File: src/rtl/sap_core_param.sv
// Parametrised multi-cycle accumulator core with streaming program load.
// Two-cycle FETCH/EXEC instructions over a DEPTH-word register RAM.
module sap_core_param #(
    parameter int DATA_W = 8,
    parameter int ADDR_W = 4
) (
    input  logic              clk,
    input  logic              rst,
    input  logic              prog_mode,
    input  logic              prog_valid,
    input  logic [DATA_W-1:0] prog_data,
    output logic              prog_ready,
    output logic              load_done,
    output logic [DATA_W-1:0] out_value,
    output logic              out_valid,
    output logic              halted,
    output logic              cf,
    output logic              zf
);

    localparam int DEPTH = 2 ** ADDR_W;

    localparam logic [3:0] OP_LDA = 4'h1;
    localparam logic [3:0] OP_ADD = 4'h2;
    localparam logic [3:0] OP_SUB = 4'h3;
    localparam logic [3:0] OP_STA = 4'h4;
    localparam logic [3:0] OP_LDI = 4'h5;
    localparam logic [3:0] OP_JMP = 4'h6;
    localparam logic [3:0] OP_JC  = 4'h7;
    localparam logic [3:0] OP_JZ  = 4'h8;
    localparam logic [3:0] OP_OUT = 4'hE;
    localparam logic [3:0] OP_HLT = 4'hF;

    typedef enum logic [2:0] {
        S_IDLE,
        S_LOAD,
        S_FETCH,
        S_EXEC,
        S_HALT
    } state_e;

    state_e state_q, state_d;

    logic [ADDR_W-1:0] pc_q, pc_d;
    logic [ADDR_W-1:0] ptr_q, ptr_d;
    logic [DATA_W-1:0] a_q, a_d;
    logic [DATA_W-1:0] b_q, b_d;
    logic [DATA_W-1:0] ir_q, ir_d;
    logic [DATA_W-1:0] out_q, out_d;
    logic              done_q, done_d;
    logic              ov_q, ov_d;
    logic              cf_q, cf_d;
    logic              zf_q, zf_d;

    logic [DATA_W-1:0] ram_q [DEPTH];

    logic              we;
    logic [ADDR_W-1:0] waddr;
    logic [DATA_W-1:0] wdata;

    logic [3:0]        opc;
    logic [ADDR_W-1:0] opa;
    logic [DATA_W-1:0] mem_rd;
    logic [DATA_W:0]   sum;
    logic              unused_ok;

    assign opc    = ir_q[DATA_W-1 -: 4];
    assign opa    = ir_q[ADDR_W-1:0];
    assign mem_rd = ram_q[opa];

    // SUB as A + ~M + 1 so the carry-out doubles as the no-borrow flag
    assign sum = (opc == OP_SUB)
               ? {1'b0, a_q} + {1'b0, ~mem_rd} + (DATA_W+1)'(1)
               : {1'b0, a_q} + {1'b0, mem_rd};

    assign prog_ready = (state_q == S_LOAD);
    assign halted     = (state_q == S_HALT);
    assign load_done  = done_q;
    assign out_value  = out_q;
    assign out_valid  = ov_q;
    assign cf         = cf_q;
    assign zf         = zf_q;
    assign unused_ok  = ^{b_q, ir_q};

    always_comb begin
        state_d = state_q;
        pc_d    = pc_q;
        ptr_d   = ptr_q;
        a_d     = a_q;
        b_d     = b_q;
        ir_d    = ir_q;
        out_d   = out_q;
        done_d  = done_q;
        ov_d    = 1'b0;
        cf_d    = cf_q;
        zf_d    = zf_q;
        we      = 1'b0;
        waddr   = ptr_q;
        wdata   = prog_data;
        unique case (state_q)
            S_IDLE: begin
                if (prog_mode) begin
                    state_d = S_LOAD;
                    ptr_d   = '0;
                    done_d  = 1'b0;
                end else begin
                    state_d = S_FETCH;
                end
            end
            S_LOAD: begin
                if (prog_valid) begin
                    we    = 1'b1;
                    ptr_d = ptr_q + 1'b1;
                end
                if (prog_valid && ptr_q == '1) begin
                    done_d  = 1'b1;
                    state_d = S_FETCH;
                    pc_d    = '0;
                end else if (!prog_mode) begin
                    state_d = S_FETCH;
                    pc_d    = '0;
                end
            end
            S_FETCH: begin
                ir_d    = ram_q[pc_q];
                pc_d    = pc_q + 1'b1;
                state_d = S_EXEC;
            end
            S_EXEC: begin
                state_d = S_FETCH;
                unique case (opc)
                    OP_LDA: a_d = mem_rd;
                    OP_ADD, OP_SUB: begin
                        b_d  = mem_rd;
                        a_d  = sum[DATA_W-1:0];
                        cf_d = sum[DATA_W];
                        zf_d = ~|sum[DATA_W-1:0];
                    end
                    OP_STA: begin
                        we    = 1'b1;
                        waddr = opa;
                        wdata = a_q;
                    end
                    OP_LDI: a_d = {{(DATA_W-ADDR_W){1'b0}}, opa};
                    OP_JMP: pc_d = opa;
                    OP_JC:  if (cf_q) pc_d = opa;
                    OP_JZ:  if (zf_q) pc_d = opa;
                    OP_OUT: begin
                        out_d = a_q;
                        ov_d  = 1'b1;
                    end
                    OP_HLT: state_d = S_HALT;
                    default: ;
                endcase
            end
            S_HALT: begin
                if (prog_mode) begin
                    state_d = S_LOAD;
                    ptr_d   = '0;
                    done_d  = 1'b0;
                end
            end
            default: state_d = S_IDLE;
        endcase
    end

    always_ff @(posedge clk) begin
        if (rst) begin
            state_q <= S_IDLE;
            pc_q    <= '0;
            ptr_q   <= '0;
            a_q     <= '0;
            b_q     <= '0;
            ir_q    <= '0;
            out_q   <= '0;
            done_q  <= 1'b0;
            ov_q    <= 1'b0;
            cf_q    <= 1'b0;
            zf_q    <= 1'b0;
            for (int i = 0; i < DEPTH; i++) ram_q[i] <= '0;
        end else begin
            state_q <= state_d;
            pc_q    <= pc_d;
            ptr_q   <= ptr_d;
            a_q     <= a_d;
            b_q     <= b_d;
            ir_q    <= ir_d;
            out_q   <= out_d;
            done_q  <= done_d;
            ov_q    <= ov_d;
            cf_q    <= cf_d;
            zf_q    <= zf_d;
            if (we) ram_q[waddr] <= wdata;
        end
    end

endmodule

File: config.mk
export PLATFORM = sky130hd
export DESIGN_NAME = sap_core_param
export DESIGN_NICKNAME = d
export VERILOG_FILES = /design/src/rtl/sap_core_param.sv
export SDC_FILE = /design/constraint.sdc
export NUM_CORES = 1
export LEC_CHECK = 0
export ABC_AREA = 1
export BUFFER_PORTS_ARGS = -buffer_cell sky130_fd_sc_hd__buf_2
export CORE_MARGIN = 2
export CORE_UTILIZATION = 56
export DETAILED_ROUTE_END_ITERATION = 7
export GPL_TIMING_DRIVEN = 0
export MAX_ROUTING_LAYER = met4
export PLACE_DENSITY = 0.73
export SLEW_MARGIN = 20
export SYNTH_ARGS = -nofsm -noshare
export SYNTH_HDL_FRONTEND = slang
export SYNTH_SLANG_ARGS = --single-unit
File: constraint.sdc
create_clock -name clk -period 3.2 [get_ports clk]
set_input_delay 0.64 -clock clk [delete_from_list [all_inputs] [get_ports clk]]
set_output_delay 0.64 -clock clk [all_outputs]
set_load 0.005 [all_outputs]
==> impl_metrics.json <==
{
  "outcome": "completed",
  "ff2ff_path_depth": 8,
  "grt_pass1_vias": 8573,
  "final_area_um2": 10800,
  "worst_slew_pin_tran_ps": 1010,
  "detail_route.vias_per_cell": 6.27,
  "static-leakage-power_uw": 0.00452,
  "power.clock.fraction_pct": 31.9,
  "ioPinCount": 26,
  "final_antenna_net_count": 0,
  "hold_buf_cts": 0,
  "fin_total_pwr_uw": 6890,
  "worstReg2RegEnd": "ram_q[4][7]$_SDFFCE_PN0P_",
  "gp_congestion": 1.06,
  "layout_worst_path_cycle_share_pct": 97.9,
  "clkSinkCount": 167,
  "grtUsageTotal_pct": 40.3,
  "synth.ff_latch_count": 167,
  "p_int_uw": 4310,
  "routed_metal_1_wirelength_mm": 13.4,
  "gr-total-overflow": 0,
  "whs_endpoint": "load_done$_SDFFE_PP0P_",
  "timing.final.setup_violations": 0,
  "finalNetCount": 1290,
  "rsz0062_at_grt": "true",
  "die_w_um": 135,
  "worstSkewPairLatency_ps": 440,
  "drt_wl_total_mm": 35.0,
  "synthCells": 1215,
  "initial_core_utilization_pct": 57.6,
  "share_of_post_route_cells_with_drive_strength_above_1_pct": 8.90,
  "path_max_fanout": 9,
  "cts-root-to-sink-buffers": 2,
  "regToRegSetupSlack_ps": 70,
  "clock_tree_from_tritoncts": "yes",
  "detailroute.via_count": 9345,
  "area.growth.synth_to_final_pct": 12.6,
  "critical_path_arrival_ps": 3230,
  "numPortBuffers": 24,
  "placedInstanceArea_um2": 10000,
  "finClkSkew_ps": 8.67,
  "r2r_start": "state_q[1]$_SDFFE_PP0P_",
  "timing.hold.worst.start": "load_done$_SDFFE_PP0P_",
  "hold_path_depth": 2,
  "post-route-drc-count": 0,
  "grt_first_pass_wirelength_mm": 51.5,
  "dp_hpwl_mm": 25.8,
  "cts.repair_timing.setup_buffer_count": 0,
  "synth-edff-count": 128,
  "synth.yosys.seq_area_share_pct": 48.1,
  "layout_commonest_cell": "sky130_fd_sc_hd__nand2_1",
  "drt-pass1-iter-count": 6,
  "power_per_cell_area_nw_per_um2": 636,
  "grt_antenna_before_repair": 0,
  "final_hold_viol_count": 0,
  "die_area_um2": 18200,
  "syn_avg_cell_area_um2": 7.91,
  "seqCellArea_um2": 4620,
  "ys_types": 32,
  "placement_rows": 47,
  "total_nets_after_synthesis": 1248,
  "yosys_warnings": 0,
  "switching_share_pct": 37.4,
  "comb_pwr_share_pct": 31.7,
  "most_frequently_used_flop_master_after_synthesis": "sky130_fd_sc_hd__edfxtp_1",
  "timing_limited_maximum_frequency_mhz": 319,
  "critPathLaunchType": "flip-flop",
  "required_ps": 3290,
  "antenna_cells_inserted": 0,
  "critical_path_start_end_classification": "flip-flop to flip-flop",
  "multi_input_area_um2": 4250,
  "filler_cell_count": 1453,
  "vdd_ir_drop_max_mv": 0.441,
  "timing_max_transition_violations_final": 0,
  "critPathCaptureType": "flip-flop",
  "layout.cells.most_common_list": "sky130_fd_sc_hd__nand2_1, sky130_fd_sc_hd__nor2_1, sky130_fd_sc_hd__inv_1",
  "pin_count_of_the_biggest_net_entering_global_routing": 17,
  "power_switching_uw": 2570,
  "timing.max_cap.violations": 0,
  "clock_tree.root_cell": "sky130_fd_sc_hd__clkbuf_16",
  "register_share_of_total_power_pct": 36.5,
  "max_transition_margin_pct": 31.0,
  "number_of_h_tree_levels": 4,
  "synth.cell_area_um2": 9610,
  "highest-signal-layer": "met4",
  "wl_met3_mm": 3.74,
  "path_clk_slew_ps": 70,
  "core_region_area_um2": 16700,
  "cts_inserted_buffers": 17,
  "worst_hold_slack_ps": 487,
  "die_ht_um": 135,
  "drt-wirelength-per-cell_um": 23.5,
  "timing.hold.worst.class": "flip-flop to flip-flop",
  "wl_met2_mm": 15.6,
  "finalCriticalPeriod_ps": 3130,
  "async_flop_share_pct": 0,
  "drt_iter0_markers": 1224
}
## area by class of cell
type | count | area share (%)
sequential | 167 | 42.7
multi-input combinational | 833 | 39.2
inverter | 145 | 5.03
clock buffer | 18 | 3.96
buffer | 68 | 3.56
tap | 220 | 2.54
clock inverter | 14 | 1.76
timing repair buffer | 25 | 1.21
## worst max path at each step
stage                                  startpoint                          to  slack [ps]  depth (start not counted)
final                     state_q[1]$_SDFFE_PP0P_   ram_q[4][7]$_SDFFCE_PN0P_          70                          8
after global routing      state_q[1]$_SDFFE_PP0P_  ram_q[13][3]$_SDFFCE_PN0P_         -70                          8
after CTS                 state_q[1]$_SDFFE_PP0P_   ram_q[6][6]$_SDFFCE_PN0P_         -20                          8
after detailed placement     ir_q[1]$_SDFFE_PP0P_             zf$_SDFFE_PP0P_        -660                         19
after global placement       ir_q[1]$_SDFFE_PP0P_             zf$_SDFFE_PP0P_        -580                         19
after floorplan              ir_q[1]$_SDFFE_PP0P_             zf$_SDFFE_PP0P_         460                         21
## cells in the mapped netlist, types with 8 or more instances
cell	n	share of area [%]
sky130_fd_sc_hd__buf_2	9	0.47
sky130_fd_sc_hd__nand3_1	122	6.4
sky130_fd_sc_hd__mux2i_1	8	0.83
sky130_fd_sc_hd__edfxtp_1	128	40
sky130_fd_sc_hd__clkbuf_1	52	2.0
sky130_fd_sc_hd__buf_1	9	0.35
sky130_fd_sc_hd__a21oi_1	98	5.1
sky130_fd_sc_hd__nand2_1	189	7.4
sky130_fd_sc_hd__dfxtp_1	39	8.1
sky130_fd_sc_hd__o21ai_0	103	5.4
sky130_fd_sc_hd__inv_1	140	5.5
sky130_fd_sc_hd__nor2_1	183	7.1
sky130_fd_sc_hd__ha_1	19	2.5
sky130_fd_sc_hd__o211ai_1	72	5.6
## kinds of logic after synthesis
kind of cell,Yosys count,synth area share (%)
and+or+nand+nor,514,22.4
AOI/OAI and AO/OA,286,16.9
buffers and inverters,215,8.51
DFF,167,48.1
adders and majority gates,21,2.89
muxes,8,0.833
xor gates and xnor gates,4,0.364
## power groups by stage
| stage | Combinational (µW) | Clock, µW | Sequential, µW |
|---|---|---|---|
| floorplan | 1330 | 0 | 2520 |
| detailed placement | 1990 | 0 | 2550 |
| global route | 2330 | 2260 | 2520 |
| global placement | 1970 | 0 | 2550 |
| finish | 2180 | 2200 | 2510 |
| CTS | 2030 | 2190 | 2510 |
## flip-flops by register name, summed over array words and instances, names as in the netlist
register,flops
ram_q,128
a_q,8
ir_q,8
out_value,8
pc_q,4
ptr_q,4
state_q,3
cf,1
load_done,1
out_valid,1
zf,1
## stage by stage
step / utilization, % / cells / setup TNS [ps] / worst slack (ps)
after floorplan: - / 1215 / 0 / 464
after global placement: 59.9 / 1459 / -16930 / -583
after detailed placement: 60.1 / 1460 / -4770 / -661
after CTS: 64.2 / 1491 / -108 / -15.8
after global routing: 64.8 / 1490 / -1430 / -65.5
final: 64.8 / 1490 / 0 / 66.5
## timing repair
item / in CTS / in global routing
gates resized for setup: 41 / 52
pin swaps: 0 / 1
endpoints found under the setup margin: 33 / 111
## per-layer routing
metal | GRT usage [%] | vias up
met5 | - | -
met4 | 23.6 | 0
met3 | 8.56 | 140
met2 | 60.2 | 580
met1 | 51.0 | 4402
li1 | - | 4223
## critical path, cell delays in order, from the launching register on
cell and delay (ps):
sky130_fd_sc_hd__dfxtp_1 380, sky130_fd_sc_hd__nand2_1 120, sky130_fd_sc_hd__nor2_4 210, sky130_fd_sc_hd__nand4_2 270, sky130_fd_sc_hd__o21ai_2 380, sky130_fd_sc_hd__inv_2 110, sky130_fd_sc_hd__nor3_4 530, sky130_fd_sc_hd__nand2_1 370
sky130_fd_sc_hd__nand2_1 410
(Power assumes the default switching activity.)
